--- config.mk ---
export PLATFORM = sky130hd
export DESIGN_NAME = alu_hazard_ctrl_flat
export DESIGN_NICKNAME = d
export VERILOG_FILES = /design/src/rtl/alu_hazard_ctrl_if.sv /design/src/rtl/alu_hazard_ctrl.sv /design/src/flat_wrapper.sv
export SDC_FILE = /design/constraint.sdc
export NUM_CORES = 1
export LEC_CHECK = 0
export CORE_MARGIN = 3
export CORE_UTILIZATION = 42
export CTS_CLUSTER_SIZE = 8
export DETAILED_ROUTE_END_ITERATION = 10
export GPL_TIMING_DRIVEN = 0
export PLACE_DENSITY = 0.77
export SYNTH_ARGS = -nofsm -noshare
export SYNTH_HDL_FRONTEND = slang
export SYNTH_SLANG_ARGS = --single-unit
--- constraint.sdc ---
create_clock -name clk -period 2.3 [get_ports clk]
set_clock_uncertainty 0.15 [all_clocks]
set_input_delay 0.345 -clock clk [delete_from_list [all_inputs] [get_ports clk]]
set_output_delay 0.345 -clock clk [all_outputs]
set_load 0.01 [all_outputs]
--- src/rtl/alu_hazard_ctrl_if.sv ---
// Decode/EX boundary bundle for alu_hazard_ctrl.
//
// Handshake semantics: there is no ready signal. Decode presents an
// instruction by holding id_valid high; it is accepted on a rising edge
// whenever stall is low. While stall is high, decode must hold the same
// instruction (PC and IF/ID frozen) and present it again on the next cycle.
// flush discards whatever decode presents in that cycle as well as the EX
// entry. ex_valid marks a real instruction in EX; EX outputs are meaningful
// to downstream logic only while ex_valid is high.
//
// Signals (master = decode/front end, slave = controller):
//   id_valid, id_src1, id_src2, id_use1, id_use2, id_dst, id_wb, id_load,
//   id_alu_op             : decoded instruction fields
//   flush                 : branch taken, kill decode and EX
//   alu_flag              : ALU flags {N, C, Z} for the op currently in EX
//   int_save, int_restore : CCR shadow save / restore pulses
//   stall                 : hold PC and IF/ID (combinational)
//   ex_valid, ex_alu_op   : registered EX instruction
//   ex_fwd1, ex_fwd2      : operand select (00 RF, 01 EX/MEM, 10 MEM/WB)
//   ccr                   : architectural condition codes {N, C, Z}
interface alu_hazard_ctrl_if #(
  parameter int REG_AW = 3
);
  logic              id_valid;
  logic [REG_AW-1:0] id_src1;
  logic [REG_AW-1:0] id_src2;
  logic              id_use1;
  logic              id_use2;
  logic [REG_AW-1:0] id_dst;
  logic              id_wb;
  logic              id_load;
  logic [2:0]        id_alu_op;
  logic              flush;
  logic [2:0]        alu_flag;
  logic              int_save;
  logic              int_restore;
  logic              stall;
  logic              ex_valid;
  logic [2:0]        ex_alu_op;
  logic [1:0]        ex_fwd1;
  logic [1:0]        ex_fwd2;
  logic [2:0]        ccr;

  modport master (
    output id_valid, id_src1, id_src2, id_use1, id_use2, id_dst, id_wb,
           id_load, id_alu_op, flush, alu_flag, int_save, int_restore,
    input  stall, ex_valid, ex_alu_op, ex_fwd1, ex_fwd2, ccr
  );

  modport slave (
    input  id_valid, id_src1, id_src2, id_use1, id_use2, id_dst, id_wb,
           id_load, id_alu_op, flush, alu_flag, int_save, int_restore,
    output stall, ex_valid, ex_alu_op, ex_fwd1, ex_fwd2, ccr
  );
endinterface

--- src/rtl/alu_hazard_ctrl.sv ---
// Issue and hazard controller for the execute stage.
//
// Tracks the two in-flight instructions ahead of decode (EX and MEM entries),
// registers the ALU opcode and operand-forwarding selects into EX, inserts a
// one-cycle bubble on a load-use hazard, and owns the 3-bit condition-code
// register with an interrupt shadow copy.
//
// Ports:
//   clk : system clock, all state changes on the rising edge
//   rst : synchronous active-high reset
//   bus : alu_hazard_ctrl_if.slave (decode inputs, EX outputs, ccr)
module alu_hazard_ctrl #(
  parameter int REG_AW = 3
) (
  input  logic               clk,
  input  logic               rst,
  alu_hazard_ctrl_if.slave   bus
);

  localparam logic [2:0] OP_NOP = 3'b000;
  localparam logic [2:0] OP_ADD = 3'b011;
  localparam logic [2:0] OP_NOT = 3'b100;

  localparam logic [1:0] FWD_RF  = 2'b00;
  localparam logic [1:0] FWD_EXM = 2'b01;
  localparam logic [1:0] FWD_MWB = 2'b10;

  // EX entry
  logic              ex_valid_q;
  logic [REG_AW-1:0] ex_dst_q;
  logic              ex_wb_q;
  logic              ex_load_q;
  logic [2:0]        ex_op_q;
  logic [1:0]        ex_fwd1_q;
  logic [1:0]        ex_fwd2_q;

  // MEM entry; dropped after one cycle when it reaches WB
  logic              mem_valid_q;
  logic [REG_AW-1:0] mem_dst_q;
  logic              mem_wb_q;

  logic [2:0]        ccr_q;
  logic [2:0]        shadow_q;

  logic              stall;
  logic              bubble;
  logic [1:0]        fwd1;
  logic [1:0]        fwd2;
  logic [2:0]        ccr_alu;

  // Load-use: a load in EX cannot forward its data yet, so a dependent
  // instruction must wait one cycle. flush overrides because the dependent
  // instruction is being killed anyway.
  always_comb begin
    stall = 1'b0;
    if (!bus.flush && bus.id_valid && ex_valid_q && ex_load_q && ex_wb_q) begin
      stall = (bus.id_use1 && (bus.id_src1 == ex_dst_q)) ||
              (bus.id_use2 && (bus.id_src2 == ex_dst_q));
    end
  end

  assign bubble = bus.flush || stall;

  // Forwarding selects. The EX entry is the younger producer and wins;
  // a load in EX is excluded because its data is not ready (that case
  // stalls instead), while a load in MEM forwards from MEM/WB.
  always_comb begin
    fwd1 = FWD_RF;
    if (bus.id_use1 && ex_valid_q && ex_wb_q && !ex_load_q &&
        (ex_dst_q == bus.id_src1)) begin
      fwd1 = FWD_EXM;
    end else if (bus.id_use1 && mem_valid_q && mem_wb_q &&
                 (mem_dst_q == bus.id_src1)) begin
      fwd1 = FWD_MWB;
    end
  end

  always_comb begin
    fwd2 = FWD_RF;
    if (bus.id_use2 && ex_valid_q && ex_wb_q && !ex_load_q &&
        (ex_dst_q == bus.id_src2)) begin
      fwd2 = FWD_EXM;
    end else if (bus.id_use2 && mem_valid_q && mem_wb_q &&
                 (mem_dst_q == bus.id_src2)) begin
      fwd2 = FWD_MWB;
    end
  end

  // CCR update from the op currently in EX. NOT leaves carry alone.
  always_comb begin
    ccr_alu = ccr_q;
    if (ex_valid_q) begin
      case (ex_op_q)
        OP_ADD:  ccr_alu = bus.alu_flag;
        OP_NOT:  ccr_alu = {bus.alu_flag[2], ccr_q[1], bus.alu_flag[0]};
        default: ccr_alu = ccr_q;
      endcase
    end
  end

  // Pipe advance
  always_ff @(posedge clk) begin
    if (rst) begin
      ex_valid_q  <= 1'b0;
      ex_dst_q    <= '0;
      ex_wb_q     <= 1'b0;
      ex_load_q   <= 1'b0;
      ex_op_q     <= OP_NOP;
      ex_fwd1_q   <= FWD_RF;
      ex_fwd2_q   <= FWD_RF;
      mem_valid_q <= 1'b0;
      mem_dst_q   <= '0;
      mem_wb_q    <= 1'b0;
    end else begin
      mem_valid_q <= ex_valid_q;
      mem_dst_q   <= ex_dst_q;
      mem_wb_q    <= ex_wb_q;
      if (bubble) begin
        ex_valid_q <= 1'b0;
        ex_dst_q   <= '0;
        ex_wb_q    <= 1'b0;
        ex_load_q  <= 1'b0;
        ex_op_q    <= OP_NOP;
        ex_fwd1_q  <= FWD_RF;
        ex_fwd2_q  <= FWD_RF;
      end else begin
        ex_valid_q <= bus.id_valid;
        ex_dst_q   <= bus.id_dst;
        ex_wb_q    <= bus.id_wb;
        ex_load_q  <= bus.id_load;
        ex_op_q    <= bus.id_alu_op;
        ex_fwd1_q  <= fwd1;
        ex_fwd2_q  <= fwd2;
      end
    end
  end

  // CCR and shadow. Save samples the pre-update CCR, so save+restore in one
  // cycle swaps the two registers.
  always_ff @(posedge clk) begin
    if (rst) begin
      ccr_q    <= '0;
      shadow_q <= '0;
    end else begin
      if (bus.int_restore) begin
        ccr_q <= shadow_q;
      end else begin
        ccr_q <= ccr_alu;
      end
      if (bus.int_save) begin
        shadow_q <= ccr_q;
      end
    end
  end

  assign bus.stall     = stall;
  assign bus.ex_valid  = ex_valid_q;
  assign bus.ex_alu_op = ex_op_q;
  assign bus.ex_fwd1   = ex_fwd1_q;
  assign bus.ex_fwd2   = ex_fwd2_q;
  assign bus.ccr       = ccr_q;

endmodule

--- src/flat_wrapper.sv ---
// flat-port wrapper written by rule: the top's interface ports become plain ports
module alu_hazard_ctrl_flat 
#(
  parameter int REG_AW = 3
)
  (clk, rst, bus_id_valid, bus_id_src1, bus_id_src2, bus_id_use1, bus_id_use2, bus_id_dst, bus_id_wb, bus_id_load, bus_id_alu_op, bus_flush, bus_alu_flag, bus_int_save, bus_int_restore, bus_stall, bus_ex_valid, bus_ex_alu_op, bus_ex_fwd1, bus_ex_fwd2, bus_ccr);
  alu_hazard_ctrl_if #(.REG_AW(REG_AW)) bus_i ();
  input  logic clk;
  input  logic rst;
  input wire logic [$bits(bus_i.id_valid)-1:0] bus_id_valid;
  input wire logic [$bits(bus_i.id_src1)-1:0] bus_id_src1;
  input wire logic [$bits(bus_i.id_src2)-1:0] bus_id_src2;
  input wire logic [$bits(bus_i.id_use1)-1:0] bus_id_use1;
  input wire logic [$bits(bus_i.id_use2)-1:0] bus_id_use2;
  input wire logic [$bits(bus_i.id_dst)-1:0] bus_id_dst;
  input wire logic [$bits(bus_i.id_wb)-1:0] bus_id_wb;
  input wire logic [$bits(bus_i.id_load)-1:0] bus_id_load;
  input wire logic [$bits(bus_i.id_alu_op)-1:0] bus_id_alu_op;
  input wire logic [$bits(bus_i.flush)-1:0] bus_flush;
  input wire logic [$bits(bus_i.alu_flag)-1:0] bus_alu_flag;
  input wire logic [$bits(bus_i.int_save)-1:0] bus_int_save;
  input wire logic [$bits(bus_i.int_restore)-1:0] bus_int_restore;
  output wire logic [$bits(bus_i.stall)-1:0] bus_stall;
  output wire logic [$bits(bus_i.ex_valid)-1:0] bus_ex_valid;
  output wire logic [$bits(bus_i.ex_alu_op)-1:0] bus_ex_alu_op;
  output wire logic [$bits(bus_i.ex_fwd1)-1:0] bus_ex_fwd1;
  output wire logic [$bits(bus_i.ex_fwd2)-1:0] bus_ex_fwd2;
  output wire logic [$bits(bus_i.ccr)-1:0] bus_ccr;
  assign bus_i.id_valid = bus_id_valid;
  assign bus_i.id_src1 = bus_id_src1;
  assign bus_i.id_src2 = bus_id_src2;
  assign bus_i.id_use1 = bus_id_use1;
  assign bus_i.id_use2 = bus_id_use2;
  assign bus_i.id_dst = bus_id_dst;
  assign bus_i.id_wb = bus_id_wb;
  assign bus_i.id_load = bus_id_load;
  assign bus_i.id_alu_op = bus_id_alu_op;
  assign bus_i.flush = bus_flush;
  assign bus_i.alu_flag = bus_alu_flag;
  assign bus_i.int_save = bus_int_save;
  assign bus_i.int_restore = bus_int_restore;
  assign bus_stall = bus_i.stall;
  assign bus_ex_valid = bus_i.ex_valid;
  assign bus_ex_alu_op = bus_i.ex_alu_op;
  assign bus_ex_fwd1 = bus_i.ex_fwd1;
  assign bus_ex_fwd2 = bus_i.ex_fwd2;
  assign bus_ccr = bus_i.ccr;
  alu_hazard_ctrl #(.REG_AW(REG_AW)) u_core (.clk(clk), .rst(rst), .bus(bus_i));
endmodule
==> results.md, run 1 <==
Drt:
- In the routed design, unresolved DRC markers number 0.
- For this block, the routed nets add up to 2180 um of wire.
- The routed length per instance is 12.8 um.
- The total number of vias is 825.
- The via count normalized by instance count is 4.85.
- The count of nets left with antenna violations once routing finished came out at 0.
- The first-pass iteration count of the detailed router is 3.
- In this run, the number of DRC markers left after iteration 0 of detailed routing was 3.

Floorplanning:
- The die is 54.0 um tall.
- The site row count is 16.
- The die is 54.0 um wide.
- For this design the top-level I/O count stands at 37.
- The core box area is 2060 um2.
- The effective utilization at floorplan is 46.8%.
- The die covers 2910 um2.

Setup path:
- Traced cell by cell, the critical path runs through clkdlybuf4s50_1 -> nand4_1 -> a2111oi_4 -> buf_6 -> buf_6.
- The worst register-to-register path begins at u_core.ex_dst_q[1]$_SDFF_PP0_.
- The setup slack on the worst flop-to-flop path is 0.45 ns.
- The worst endpoint data arrival time is 1.71 ns.
- At the worst endpoint, the required time is 1.80 ns.
- The worst-path maximum fanout is 3.
- The slowest stage of the critical path belongs to the cell sky130_fd_sc_hd__clkdlybuf4s50_1.
- The worst setup path is launched from an input pin.
- The category of the most critical setup path is input pin to output port.
- The reg-to-reg endpoint is u_core.bus.ex_valid$_SDFF_PP0_.
- Counting stages on the worst path, the most repeated cell is sky130_fd_sc_hd__buf_6.
- The endpoint type of the worst setup path is an output port.
- The stage delay of the slowest cell on the critical path is 0.52 ns.
- The depth of the most critical reg-to-reg path is 6.

Yosys:
- The largest family of logic cells by synthesized area is simple AND/OR/NAND/NOR gates.
- The cell count after synthesis came out at 99.
- When the netlist entered floorplanning its net count stood at 124.
- Of the synthesized area, sequential elements account for 49.7%.
- A synthesized cell averages 9.76 um2.
- The synthesized design contains 24 register bits.
- The compound-cell area share of the yosys netlist is 5.44%.
- The cell area that synthesis handed to floorplanning was 966 um2.
- Of the total synthesized cell area, the portion taken by XOR and XNOR cells is 10.9%.
- Of the total synthesized cell area, the portion taken by AND, OR, NAND and NOR gates is 23.8%.
- The multiplexer area fraction after synthesis is 7.38%.
- After synthesis, the netlist uses 25 different library cells.
- The synthesized-area fraction occupied by adder cells is 0%.
- The count of synthesis-stage warnings from yosys is 0.

GRT:
- Entering global routing, the biggest net connects 14 pins.
- For this run, the total global-route usage over all layers was measured as 16.9%.
- The number of antenna violations at the first check in global routing was 0.
- The global-route wire length before repair is 3440 um.
- The sum of overflow across all layers after global routing is 0.
- The number of global-route vias before repair is 783.

Clock network:
- For the worst-skew pair, the clock arrives at the later sink with an insertion delay of 0.31 ns.
- The number of CTS-inserted buffers is 3.
- After clock tree synthesis, the clock-pin slew on the worst setup and hold paths is 0.12 ns.
- The clock passes through at most 2 buffers.
- The TritonCTS clock tree is yes.
- The hold buffer count at cts is 0.
- Clock tree synthesis found a total of 24 sinks.
- The number of levels the H-tree was split into is 1.
- The root buffer cell chosen for the clock tree is sky130_fd_sc_hd__clkbuf_4.

Outcome:
- The flow ran to the end, and the final reports show no timing, DRC or antenna violations.

Hold path:
- The sink of the worst hold path is u_core.bus.ccr[1]$_SDFFE_PP0P_.
- The number of stages on the worst hold path is 3.
- The startpoint identified for the worst hold timing path is bus_int_restore.
- The min-delay analysis places its worst path in the category input pin to flip-flop.

Layout:
- The final-layout fill cell count is 150.
- Leaving out fill and tap cells, the most frequent cell in the layout is sky130_fd_sc_hd__clkdlybuf4s50_1.
- In the final design database the tool counted 169 nets.
- At the end of the flow the core is filled with cells to 73.2%.
- The antenna diode instance count is 0.
- The design area is 1510 um2.
- Cells with a size suffix above 1 make up 16.8% of the layout.
- In the layout the commonest cells are 28 x sky130_fd_sc_hd__clkdlybuf4s50_1, 21 x sky130_fd_sc_hd__dfxtp_1, 14 x sky130_fd_sc_hd__nor2_1.
- Compared with the post-synthesis result, the final layout area differs by 56.2%.

Placement:
- Routability-driven placement finished with a final weighted congestion of 0.731.
- The instance area at placement is 1350 um2.
- Prior to clock tree synthesis, the placed netlist has a worst setup slack of -0.616 ns.
- The half-perimeter wire length after placement is 1610 um.
- The total of buffers placed on input and output ports is 35.

STA:
- After layout, the worst path uses 95.9% of the clock period.
- For the pin with the worst max-slew slack, the measured transition is 0.489 ns.
- Across all setup checks in the final design, the least slack found is 0.0938 ns.
- The final sum of negative setup slack is 0 ns.
- The worst path needs 2.21 ns of the cycle, external delays included.
- The final hold violation count is 0.
- The number of pins with negative max-slew slack in the final report is 0.
- Setup violations remaining at the end of the flow were counted as 0.
- Based on the critical path, the design can be clocked at up to 0.453 GHz.
- In this run the tightest slew margin relative to its limit is 67.4%.

Pwr:
- The largest voltage drop on the vdd net is 378 uV.
- The analysis attributes to cell leakage a power of 0.598 nW.
- The ratio of total power to cell area is 514 nW/um2.
- The design draws 0.776 mW.

Job:
- The number of max-cap violations is 0.
worst max-delay path, delay by kind of cell:
family | cells | cell delay (ns)
AND/OR/NAND/NOR | 1 | 0.17
buffers and inverters | 3 | 0.77
AO/OA/AOI/OAI | 1 | 0.43
layout make-up:
cell class	count	area, um2	share of cell area (%)
Timing Repair Buffer	40	382	25.3
Inverter	1	3.75	0.249
Buffer	4	22.5	1.49
Multi-Input combinational cell	70	539	35.7
Sequential cell	24	492	32.6
Clock buffer	4	36.3	2.40
Tap cell	27	33.8	2.24
layer usage:
layer / share of wire [%] / vias to the layer above / GRT usage [%]
li1: - / 424 / -
met1: 46 / 371 / 20.6
met2: 45 / 26 / 26.0
met3: 7.7 / 4 / 7.20
met4: 0.69 / 0 / 6.38
met5: 0 / - / 0
timing repair:
action	4_1_cts	5_1_grt
gates resized for setup	20	6
pin swaps	7	5
endpoints found under the setup margin	1	1
endpoints found under the hold margin	0	0
setup buffers	4	1
cloned	0	0
flip-flops by register name (all words and copies together) (netlist names), 2 cells and up:
register / count
u_core.bus.ex_fwd1: 2
u_core.bus.ex_alu_op: 3
u_core.shadow_q: 3
u_core.mem_dst_q: 3
u_core.ex_dst_q: 3
u_core.bus.ex_fwd2: 2
u_core.bus.ccr: 3
how the worst max path moves through the flow:
stage / slack [ns] / depth (start not counted) / from / endpoint
after floorplan: 0.53 / 4 / bus_id_src2[0] / bus_stall
after global placement: -0.61 / 6 / bus_id_src2[2] / bus_stall
after detailed placement: -0.62 / 6 / bus_id_src2[0] / bus_stall
after CTS: 0.08 / 5 / u_core.ex_dst_q[1]$_SDFF_PP0_ / bus_stall
after global routing: -0.03 / 5 / u_core.ex_dst_q[1]$_SDFF_PP0_ / bus_stall
final: 0.09 / 5 / bus_id_use2 / bus_stall
metrics by stage:
step / hold WS [ns] / std cells
finish: 0.329 / 170
global route: 0.351 / 170
CTS: 0.317 / 169
detailed placement: 0.318 / 161
global placement: 0.307 / 161
floorplan: 0.267 / 99
cells by family (layout without fill, tap and decap cells):
kind of cell	Yosys count	in the layout
AO/OA/AOI/OAI	6	6
XOR/XNOR	12	12
buffers and inverters	5	49
flip-flops	24	24
multiplexers	7	7
AND/OR/NAND/NOR	45	45
power breakdown:
group / total (mW) / switching [mW] / internal, mW
Sequential: 0.439 / 0.0127 / 0.426
Clock: 0.217 / 0.120 / 0.0968
Combinational: 0.120 / 0.0452 / 0.0749
synthesized netlist by cell type:
cell type | number | share of area (%)
sky130_fd_sc_hd__nand4b_1 | 1 | 0.91
sky130_fd_sc_hd__clkbuf_1 | 3 | 1.2
sky130_fd_sc_hd__nand4_1 | 5 | 3.2
sky130_fd_sc_hd__inv_1 | 1 | 0.39
sky130_fd_sc_hd__nand3_1 | 1 | 0.52
sky130_fd_sc_hd__nor4_1 | 1 | 0.65
sky130_fd_sc_hd__xor2_1 | 2 | 1.8
sky130_fd_sc_hd__a2111oi_2 | 1 | 1.6
sky130_fd_sc_hd__dfxtp_1 | 24 | 50
sky130_fd_sc_hd__o21ai_0 | 2 | 1.0
sky130_fd_sc_hd__or3b_2 | 1 | 0.91
sky130_fd_sc_hd__nor3_1 | 3 | 1.6
sky130_fd_sc_hd__nor2_1 | 14 | 5.4
sky130_fd_sc_hd__and2_1 | 1 | 0.65
sky130_fd_sc_hd__xnor2_1 | 10 | 9.1
sky130_fd_sc_hd__and3b_2 | 1 | 1.0
sky130_fd_sc_hd__a21boi_0 | 1 | 0.78
sky130_fd_sc_hd__and4b_1 | 1 | 1.0
sky130_fd_sc_hd__mux2i_1 | 6 | 6.2
sky130_fd_sc_hd__nand3b_1 | 1 | 0.78
sky130_fd_sc_hd__nand2_1 | 10 | 3.9
sky130_fd_sc_hd__buf_6 | 1 | 1.2
sky130_fd_sc_hd__o311a_1 | 2 | 2.1
sky130_fd_sc_hd__mux2_2 | 1 | 1.2
sky130_fd_sc_hd__nor2b_1 | 5 | 3.2
Power figures use the tool's default switching activity.
==> run 2, diff against run 1 <==
--- a/config.mk
+++ b/config.mk
@@ -11,3 +11,3 @@
 export DETAILED_ROUTE_END_ITERATION = 10
-export GPL_TIMING_DRIVEN = 0
+export GPL_TIMING_DRIVEN = 1
 export PLACE_DENSITY = 0.77
--- a/constraint.sdc
+++ b/constraint.sdc
@@ -4,2 +4,2 @@
 set_output_delay 0.345 -clock clk [all_outputs]
-set_load 0.01 [all_outputs]
+set_load 0.1 [all_outputs]
==> run 2 against run 1 <==
Global-route usage increased by 1.2 points. Hold slack improved by 0.0035 ns. Power increased by 17%. Critical path depth increased by 7. Utilization increased by 3.6 points. Die area unchanged. Highest routed layer is now met3. Worst setup slack got worse by 0.069 ns. Wire length increased by 22%. Critical endpoint is now u_core.bus.ex_fwd1[0]$_SDFF_PP0_. Largest cell class unchanged. Cell area increased by 5.0%.
==> results.md, run 2 (synthesis results as in run 1) <==
STA:
- The number of setup violations in the final report is 0 (unchanged).
- Setup repair after global routing could not meet its margin everywhere.
- The worst hold slack after final layout was 0.332 ns (+0.00354 ns).
- The number of pins with negative max-slew slack in the final report is 0 (unchanged).
- The portion of the clock cycle consumed by the worst path in the final layout is 98.9% (+3.0 points).
- The transition time at the pin with the least slew margin is 0.463 ns (-0.0261 ns).
- The relative slew slack is 68.9% (+1.5 points).
- The final hold violation count came to 0 (unchanged).
- The highest achievable clock rate is 0.440 GHz (-3.0%).
- The time the final worst path needs with I/O delays and setup came to 2.27 ns (+0.0686 ns).

Outcome:
- The flow ran to the end, and the final reports show no timing, DRC or antenna violations.

Drt:
- The total number of vias is 923 (+12%).
- The routed length per instance is 14.7 um (+14%).
- The overall routed net length was 2670 um (+22%).
- The first-pass iteration count of the detailed router is 4 (+1).
- The amount of wire on met2 after detailed routing was 1330 um (+34%).
- The count of routing violations after the opening detailed-route iteration was 17 (+14).
- The remaining design rule violation count came to 0 (unchanged).
- The via count normalized by instance count was 5.07 (+4.5%).
- In this run the top signal layer used is met3.
- The total met3 wirelength after detailed routing is 138 um (-18%).
- The number of nets still failing antenna checks after routing is 0 (unchanged).
- The length of routed wiring on met1 is 1200 um (+19%).

Clock network:
- The clock transition at the registers of the reported paths is 0.13 ns (about the same).
- The maximum buffer depth of the clock tree came to 2 (unchanged).
- The hold buffer count at cts was 0 (unchanged).
- The TritonCTS clock tree is yes.
- The clock sink total is 24 (unchanged).
- The number of levels the H-tree was split into is 1 (unchanged).
- The number of CTS-inserted buffers is 3 (unchanged).
- The tree is rooted in a sky130_fd_sc_hd__clkbuf_4.
- The insertion delay to the later sink of the worst-skew pair is 0.31 ns (about the same).

Setup path:
- The stage delay of the slowest cell on the critical path is 0.39 ns (-0.13 ns).
- The type of origin of the critical path is a flip-flop.
- The data required time at the worst endpoint came to 2.42 ns (+0.62 ns).
- The worst setup path is captured at a flip-flop.
- The worst endpoint data arrival time is 2.39 ns (+0.68 ns).
- The kind of cell with the highest combined delay along the critical path is buffers and inverters.
- The category of the most critical setup path is flip-flop to flip-flop.
- Walking the worst path, the cells encountered are xnor2_1 -> nand4_1 -> buf_4 -> buf_4 -> buf_4 -> buf_4 -> buf_4 -> buf_4 -> buf_4 -> buf_4 -> nor3_4 -> and2_1.
- The combined buffer and inverter count along the critical path is 8 (+5).
- The worst-path maximum fanout is 3 (unchanged).
- In this design, the critical path's most frequently occurring cell is sky130_fd_sc_hd__buf_4.
- The cell with the biggest individual delay on the critical path is sky130_fd_sc_hd__dfxtp_4.

Layout:
- The final cell count without fillers is 182 (+7.1%).
- The library cells used most frequently in the layout, excluding fill and tap cells, are 31 x sky130_fd_sc_hd__buf_4, 20 x sky130_fd_sc_hd__dfxtp_1, 18 x sky130_fd_sc_hd__clkdlybuf4s50_1.
- The most common library cell in the layout ignoring fill and taps is sky130_fd_sc_hd__buf_4.
- The design area is 1580 um2 (+5.0%).
- The final core utilization is 76.8% (+3.6 points).
- The total number of nets in the final design is 181 (+7.1%).
- The antenna diode instance count came to 0 (unchanged).
- The share of post-route cells with drive strength above 1 is 31.0% (+14 points).
- From synthesis to final layout, the design area changed by 64.0%.
- The final-layout fill cell count is 144 (-4.0%).

GRT:
- The sum of overflow across all layers after global routing is 0 (unchanged).
- The global-route wire length before repair was 3750 um (+9.0%).
- The combined global-route utilization of all metal layers is 18.1% (+1.2 points).
- The number of antenna violations at the first check in global routing was 0 (unchanged).
- The largest net degree at the start of global routing is 15 (+1).
- The number of global-route vias before repair came to 877 (+12%).

Floorplanning:
- The core box area is 2060 um2 (unchanged).
- The die extent in y was 54.0 um (unchanged).
- The area enclosed by the die boundary is 2910 um2 (unchanged).
- The boundary pin count came to 37 (unchanged).
- The site row count was 16 (unchanged).
- The effective utilization at floorplan came to 46.8% (unchanged).
- The floorplan die width came to 54.0 um (unchanged).

Pwr:
- The post-route total power is 0.909 mW (+17%).
- The leakage power summed over all cells came to 0.678 nW (+13%).
- The largest voltage drop on the vdd net is 380 uV (+0.50%).
- The switching power of the nets was 0.219 mW (+23%).
- The net switching share of the total power is 24.1% (+1.2 points).
- The part of the total power dissipated in sequential elements came to 48.4% (-8.2 points).
- The ratio of total power to cell area is 574 nW/um2 (+12%).
- The fraction of power consumed by combinational cells is 19.1% (+3.6 points).
- The clock share of power was 32.6% (+4.6 points).
- The internal cell power came to 0.689 mW (+15%).

Placement:
- The final weighted congestion in routability-driven placement was 0.828 (+13%).
- The number of cells in the design after placement is 169 (+5.0%).
- The half-perimeter wire length after placement was 1770 um (+10%).
- The total of buffers placed on input and output ports is 36 (+2.9%).
- The instance area at placement was 1400 um2 (+4.0%).

Hold path:
- The path class of the lowest-slack min-delay path is flip-flop to flip-flop.

Job:
- The number of max-cap violations was 0 (unchanged).
==> run 2: cell count changes in the layout (fill, tap and decap cells not counted), moves of 2 or more <==
| cell | change |
|---|---|
| sky130_fd_sc_hd__xnor2_2 | -3 |
| sky130_fd_sc_hd__buf_4 | +26 |
| sky130_fd_sc_hd__buf_6 | -2 |
| sky130_fd_sc_hd__clkbuf_1 | -3 |
| sky130_fd_sc_hd__clkdlybuf4s50_1 | -10 |
| sky130_fd_sc_hd__xnor2_1 | +3 |
==> run 2: area by class of cell <==
class,instances,area [um2],area share [%]
Multi-Input combinational cell,70,515,32.5
Inverter,1,3.75,0.237
Clock inverter,1,30.0,1.90
Timing Repair Buffer,56,485,30.6
Sequential cell,24,493,31.1
Clock buffer,3,22.5,1.42
Tap cell,27,33.8,2.13
==> run 2: power groups by stage <==
| stage | Clock (mW) | Combinational, mW | Sequential, mW |
|---|---|---|---|
| floorplan | 0 | 0.0409 | 0.484 |
| global placement | 0 | 0.149 | 0.448 |
| detailed placement | 0 | 0.152 | 0.448 |
| CTS | 0.300 | 0.159 | 0.440 |
| global route | 0.322 | 0.182 | 0.442 |
| finish | 0.296 | 0.173 | 0.440 |
==> run 2: worst reg2reg max path, delay by kind of cell (launching register included) <==
family	cells	cell delay, ns
buf+inv	8	1.03
flops	1	0.39
simple gates	3	0.49
xor+xnor	1	0.18
==> run 2: metrics by stage <==
step                      worst slack (ns)  setup TNS (ns)
final                               0.0252               0
after global routing               -0.0931          -0.241
after CTS                           0.0265               0
after detailed placement            -0.127          -0.228
after global placement             -0.0342         -0.0403
after floorplan                     0.0650               0
==> run 2: what timing repair did <==
action | in CTS | in global routing
pin swaps | 6 | 6
setup endpoints to repair | 1 | 3
setup buffers | 7 | 2
gates resized for setup | 12 | 7
==> run 2: per-layer routing <==
layer	GRT usage, %	up-vias
met5	0	-
met4	5.96	0
met3	3.05	0
met2	29.2	29
met1	24.2	445
li1	-	449
==> run 2: final timing paths <==
path | slack, ns | depth (start not counted) | from | endpoint
hold reg to reg | 0.33 | 2 | u_core.mem_valid_q$_SDFF_PP0_ | u_core.bus.ex_fwd2[1]$_SDFF_PP0_
setup reg to reg | 0.03 | 12 | u_core.ex_dst_q[2]$_SDFF_PP0_ | u_core.bus.ex_fwd1[0]$_SDFF_PP0_
setup / recovery | 0.03 | 12 | u_core.ex_dst_q[2]$_SDFF_PP0_ | u_core.bus.ex_fwd1[0]$_SDFF_PP0_
hold / removal | 0.33 | 2 | u_core.mem_valid_q$_SDFF_PP0_ | u_core.bus.ex_fwd2[1]$_SDFF_PP0_
